File: src/rtl/generic_2clk_fifo_wr_arb.sv
// ============================================================================
// Module   : generic_2clk_fifo_wr_arb
// Function : Round-robin write-port arbiter for a generic 2clk FIFO envelope;
//            grants are gated on FIFO headroom. Optional burst lock via macro
//            GENERIC_2CLK_FIFO_WR_ARB_BURST_EN.
// Revision : 1.0 - initial release
// ============================================================================
`default_nettype none

module generic_2clk_fifo_wr_arb #(
    parameter int NUM_REQ        = 4,
    parameter int DAT_WIDTH      = 36,
    parameter int PTR_WIDTH      = 5,
    parameter int NUM_OF_ENTRIES = 32
) (
    input  logic                         clk,
    input  logic                         reset,
    input  logic                         arb_en,
    input  logic [NUM_REQ-1:0]           req,
    input  logic [NUM_REQ-1:0]           req_last,
    input  logic [NUM_REQ*DAT_WIDTH-1:0] req_data,
    output logic [NUM_REQ-1:0]           gnt,
    output logic                         wr_op,
    output logic [DAT_WIDTH-1:0]         wr_data,
    output logic [DAT_WIDTH-1:0]         wr_mask,
    input  logic [PTR_WIDTH:0]           wr_entry_used,
    input  logic                         wr_full_err,
    output logic                         arb_err
);

    localparam int                 IDX_W    = (NUM_REQ > 1) ? $clog2(NUM_REQ) : 1;
    localparam int                 OCC_W    = PTR_WIDTH + 2;
    localparam logic [IDX_W-1:0]   LAST_IDX = IDX_W'(NUM_REQ - 1);
    localparam logic [OCC_W-1:0]   DEPTH    = OCC_W'(NUM_OF_ENTRIES);

    logic [IDX_W-1:0] rr_ptr;
    logic [IDX_W-1:0] rr_cand;
    logic [IDX_W-1:0] rr_idx;
    logic             rr_found;
    logic [OCC_W-1:0] occupancy;
    logic             headroom;
    logic             grant_any;
    logic [IDX_W-1:0] gnt_idx;
    logic             ptr_advance;

    // The in-flight write is counted so a full FIFO is never overrun.
    assign occupancy = {1'b0, wr_entry_used} + {{(OCC_W-1){1'b0}}, wr_op};
    assign headroom  = (occupancy < DEPTH);
    assign wr_mask   = '1;

    always_comb begin
        rr_found = 1'b0;
        rr_idx   = '0;
        rr_cand  = rr_ptr;
        for (int k = 0; k < NUM_REQ; k++) begin
            rr_cand = (rr_cand == LAST_IDX) ? '0 : rr_cand + 1'b1;
            if (!rr_found && req[rr_cand]) begin
                rr_found = 1'b1;
                rr_idx   = rr_cand;
            end
        end
    end

`ifdef GENERIC_2CLK_FIFO_WR_ARB_BURST_EN
    typedef enum logic [0:0] {
        ARB  = 1'b0,
        LOCK = 1'b1
    } state_t;

    state_t           state;
    state_t           state_nxt;
    logic [IDX_W-1:0] lock_idx;
    logic [IDX_W-1:0] lock_idx_nxt;

    always_comb begin
        state_nxt    = state;
        lock_idx_nxt = lock_idx;
        grant_any    = 1'b0;
        gnt_idx      = rr_idx;
        ptr_advance  = 1'b0;
        case (state)
            ARB: begin
                grant_any   = !reset && arb_en && rr_found && headroom;
                gnt_idx     = rr_idx;
                ptr_advance = grant_any;
                if (grant_any && !req_last[rr_idx]) begin
                    state_nxt    = LOCK;
                    lock_idx_nxt = rr_idx;
                end
            end
            LOCK: begin
                // arb_en is ignored here so an open burst always completes.
                grant_any = !reset && req[lock_idx] && headroom;
                gnt_idx   = lock_idx;
                if (grant_any && req_last[lock_idx]) begin
                    state_nxt = ARB;
                end
            end
            default: state_nxt = ARB;
        endcase
    end

    always_ff @(posedge clk or posedge reset) begin
        if (reset) begin
            state    <= ARB;
            lock_idx <= '0;
        end else begin
            state    <= state_nxt;
            lock_idx <= lock_idx_nxt;
        end
    end
`else
    logic unused_req_last;

    assign unused_req_last = ^req_last;
    assign grant_any       = !reset && arb_en && rr_found && headroom;
    assign gnt_idx         = rr_idx;
    assign ptr_advance     = grant_any;
`endif

    always_comb begin
        gnt = '0;
        if (grant_any) begin
            gnt[gnt_idx] = 1'b1;
        end
    end

    always_ff @(posedge clk or posedge reset) begin
        if (reset) begin
            rr_ptr  <= LAST_IDX;
            wr_op   <= 1'b0;
            wr_data <= '0;
            arb_err <= 1'b0;
        end else begin
            wr_op <= grant_any;
            if (grant_any) begin
                wr_data <= req_data[int'(gnt_idx)*DAT_WIDTH +: DAT_WIDTH];
            end
            if (ptr_advance) begin
                rr_ptr <= gnt_idx;
            end
            if (wr_full_err) begin
                arb_err <= 1'b1;
            end
        end
    end

endmodule

`default_nettype wire

File: config.mk
export PLATFORM = sky130hd
export DESIGN_NAME = generic_2clk_fifo_wr_arb
export DESIGN_NICKNAME = d
export VERILOG_FILES = /design/src/rtl/generic_2clk_fifo_wr_arb.sv
export SDC_FILE = /design/constraint.sdc
export NUM_CORES = 1
export LEC_CHECK = 0
export CAP_MARGIN = 40
export CELL_PAD_IN_SITES_DETAIL_PLACEMENT = 1
export CELL_PAD_IN_SITES_GLOBAL_PLACEMENT = 1
export CORE_MARGIN = 8
export CORE_UTILIZATION = 22
export DETAILED_ROUTE_END_ITERATION = 10
export PLACE_DENSITY_LB_ADDON = 0.1
export SYNTH_ARGS = -nofsm -noshare
export SYNTH_HDL_FRONTEND = slang
export SYNTH_SLANG_ARGS = --single-unit
File: constraint.sdc
create_clock -name clk -period 2.5 [get_ports clk]
set_clock_uncertainty 0.1 [all_clocks]
set_input_delay 0.5 -clock clk [delete_from_list [all_inputs] [get_ports clk]]
set_output_delay 0.5 -clock clk [all_outputs]
set_load 0.005 [all_outputs]
==> results by group <==
Outcome
  – Outcome: complete, but fails checks
  – Failing checks: negative setup slack

Drt
  – Wirelength per Cell: 20.2 um
  – Final wirelength: 14.4 mm
  – Post-route ant nets: 0
  – Detailed router's first-iteration violation count: 141
  – Via count: 3,388
  – First-pass detailed-route iteration total: 4
  – Vias/cell: 4.73
  – DRC viols: 0

Synth
  – Netlist Area Pre-Place: 2900 um2
  – FFs w/ async S/R, synth: 1.00
  – Top cell type by total area after synthesis: dfrtp_1
  – Count leader, synth: nand2_1
  – Post-synth top cells: nand2_1, dfrtp_1, a22oi_1
  – Syn. warnings: 0
  – Yosys cell types: 41
  – Top-area cell type share of the netlist area: 0.328
  – Syn avg cell area: 8.65 um2
  – Top area cells in the synthesized netlist: dfrtp_1, a41oi_1, a22oi_1
  – Number of flops mapped to enable cells by yosys: 0
  – Top_reg_cell synth: dfrtp_1
  – Mapped Cells: 335
  – Register area share after synthesis: 0.346
  – Synthesis-stage register bit count: 40

STA
  – Crit path time final: 2.52 ns
  – Final setup viols: 1
  – Final period utilization: 1.01
  – Hold Fails Final Rpt: 0
  – Worst setup margin: -0.0230 ns
  – FMAX: 396 MHz
  – RSZ-0062 raised after global routing: true
  – Setup TNS: -0.0230 ns
  – Rel. slew slack: 0.564
  – Final slew viol count: 0
  – Worst Tran Pin Value: 0.651 ns

Cells and area
  – Share of cells above drive strength 1: 0.146
  – N_diodes: 0
  – Number of nets in the final layout: 703
  – Area grow syn2layout: 84.1%

Worst setup path
  – Worst Setup End Kind: primary output
  – Critical Path Max Stage Delay: 0.46 ns
  – Crit path cell chain: clkdlybuf4s50_1, nor3b_2, buf_4, o211ai_4, a211o_1, o21ba_4, buf_6
  – Delay-heaviest family, CP: buffers and inverters
  – Worst path slowest cell: clkdlybuf4s50_1
  – Max FO, Critical Path: 4
  – Critical Path AT: 1.92 ns
  – WP buf/inv: 3
  – Crit path kind: in2out
  – Startpoint type of the worst setup path: input pin
  – CP required: 1.90 ns

CTS
  – Hold-fix buffers, CTS: 0
  – CTS H-tree lvls: 2
  – CTS Root Buffer Type: clkbuf_16
  – CTS Buf Count: 5
  – CTS tree: built
  – Worst-Skew Late Latency: 0.29 ns
  – Clk buf depth: 2
  – Clk sink count: 40
  – CTS clk-pin slew, worst paths: 0.06 ns

Placement
  – Port Buf Inserts: 199
  – Final HPWL DP: 11.0 mm
  – Routability cong.: 0.769

Floorplan
  – FP Rows: 42
  – IO Count: 240
  – Initial core utilization: 0.222
  – Core area: 13,000 um2
  – DIE WIDTH: 131 um
  – Die area: 17,100 um2
  – Die H: 131 um

GRT
  – Vias in the first global route: 3,830
  – GRT Total Usage: 0.163
  – Initial antenna violation count: 0
  – Grt ovf: 0
  – Largest net degree at the start of global routing: 38
  – First-pass GRT wire length: 21.3 mm

Job
  – MaxCap Viol Count: 0

Power and ir drop
  – VDD IR max: 437 uV
  – PD cells: 855 nW/um2
  – Sw frac: 0.397
  – Logic pwr share: 0.610
  – Flop pwr share: 0.235
  – Net switching power: 0.00181 W
  – LEAKAGE: 2.03 nW
  – Power Total: 0.00456 W
  – Clk pwr share: 0.155
  – Int Pwr: 0.00275 W

Worst hold path
  – Min-delay worst type: in2async
==> per-stage QoR <==
stage	setup WS, ns	utilization	area, um2	hold slack (ns)	instances
CTS	-0.0611	0.408	5320	0.351	714
finish	-0.0230	0.409	5330	0.344	716
global route	-0.0878	0.409	5330	0.372	716
floorplan	0.191	-	3030	0.341	370
detailed placement	-0.533	0.391	5100	0.367	706
global placement	-0.486	0.389	5070	0.358	705
==> power by group through the flow <==
stage                     Clock [W]  Sequential, W  Combinational (W)
after global routing       0.000765        0.00111            0.00301
after detailed placement          0        0.00108            0.00269
after CTS                  0.000737        0.00108            0.00277
after global placement            0        0.00106            0.00261
final                      0.000707        0.00107            0.00278
after floorplan                   0        0.00109            0.00120
==> layer usage <==
metal,track usage,part of all wire,vias to the layer above
met5,0,0,-
met4,0.0486,0.014,0
met3,0.0670,0.10,14
met2,0.276,0.48,140
met1,0.185,0.40,1629
li1,-,-,1605
==> layout make-up <==
class / count / area (um2)
flip-flops and latches: 40 / 1000
repair buffers: 233 / 2300
fillers: 1551 / 7700
clock buffers: 7 / 153
well taps: 176 / 220
inverters: 4 / 15.0
multi-input cells: 256 / 1640
==> flip-flops by register name, indices dropped and copies added (netlist names) <==
| register | cells |
|---|---|
| arb_err | 1 |
| rr_ptr | 2 |
| wr_data | 36 |
| wr_op | 1 |
==> logic make-up after synthesis <==
logic type | share of synthesized area
DFF | 0.346
and+or+nand+nor | 0.142
other | 0.00129
AOI/OAI and AO/OA | 0.336
buffers and inverters | 0.171
adders and majority gates | 0.00432
==> worst reg2reg max path, delay by kind of cell (launching register included) <==
kind,cells,cell delay (ns)
adders and majority gates,1,0.14
DFF,1,0.56
and+or+nand+nor,1,0.07
AOI/OAI and AO/OA,3,0.85
buffers and inverters,3,0.52
==> cell usage in the layout (no fill, tap or decap), types with 3 or more instances in the layout <==
cell / synthesis / final
buf_6: 8 / 3
buf_2: 17 / 4
buf_12: 0 / 4
nor2_1: 27 / 27
dfrtp_1: 38 / 38
clkdlybuf4s50_1: 0 / 190
clkbuf_16: 0 / 5
a22oi_1: 37 / 36
nor2_2: 10 / 10
dlygate4sd2_1: 0 / 4
nand2_1: 40 / 40
buf_4: 36 / 27
a31oi_1: 36 / 36
a41oi_1: 36 / 36
conb_1: 1 / 36
==> path summary, 6_finish.rpt <==
kind                            from          end  slack (ns)  cells past startpoint
max in group asynchronous      reset  wr_data[19]        1.46                      4
max reg2reg                rr_ptr[0]  wr_data[17]        0.17                      8
min in group clk             arb_err      arb_err        0.38                      1
max                           arb_en       gnt[2]       -0.02                      7
min                            reset   wr_data[9]        0.34                      3
min reg2reg                  arb_err      arb_err        0.38                      1
==> timing repair <==
item,CTS,global route
setup endpoints to repair,4,4
pin swaps,8,9
setup buffers,1,2
resized for setup,35,2
Power figures use the tool's default switching activity.
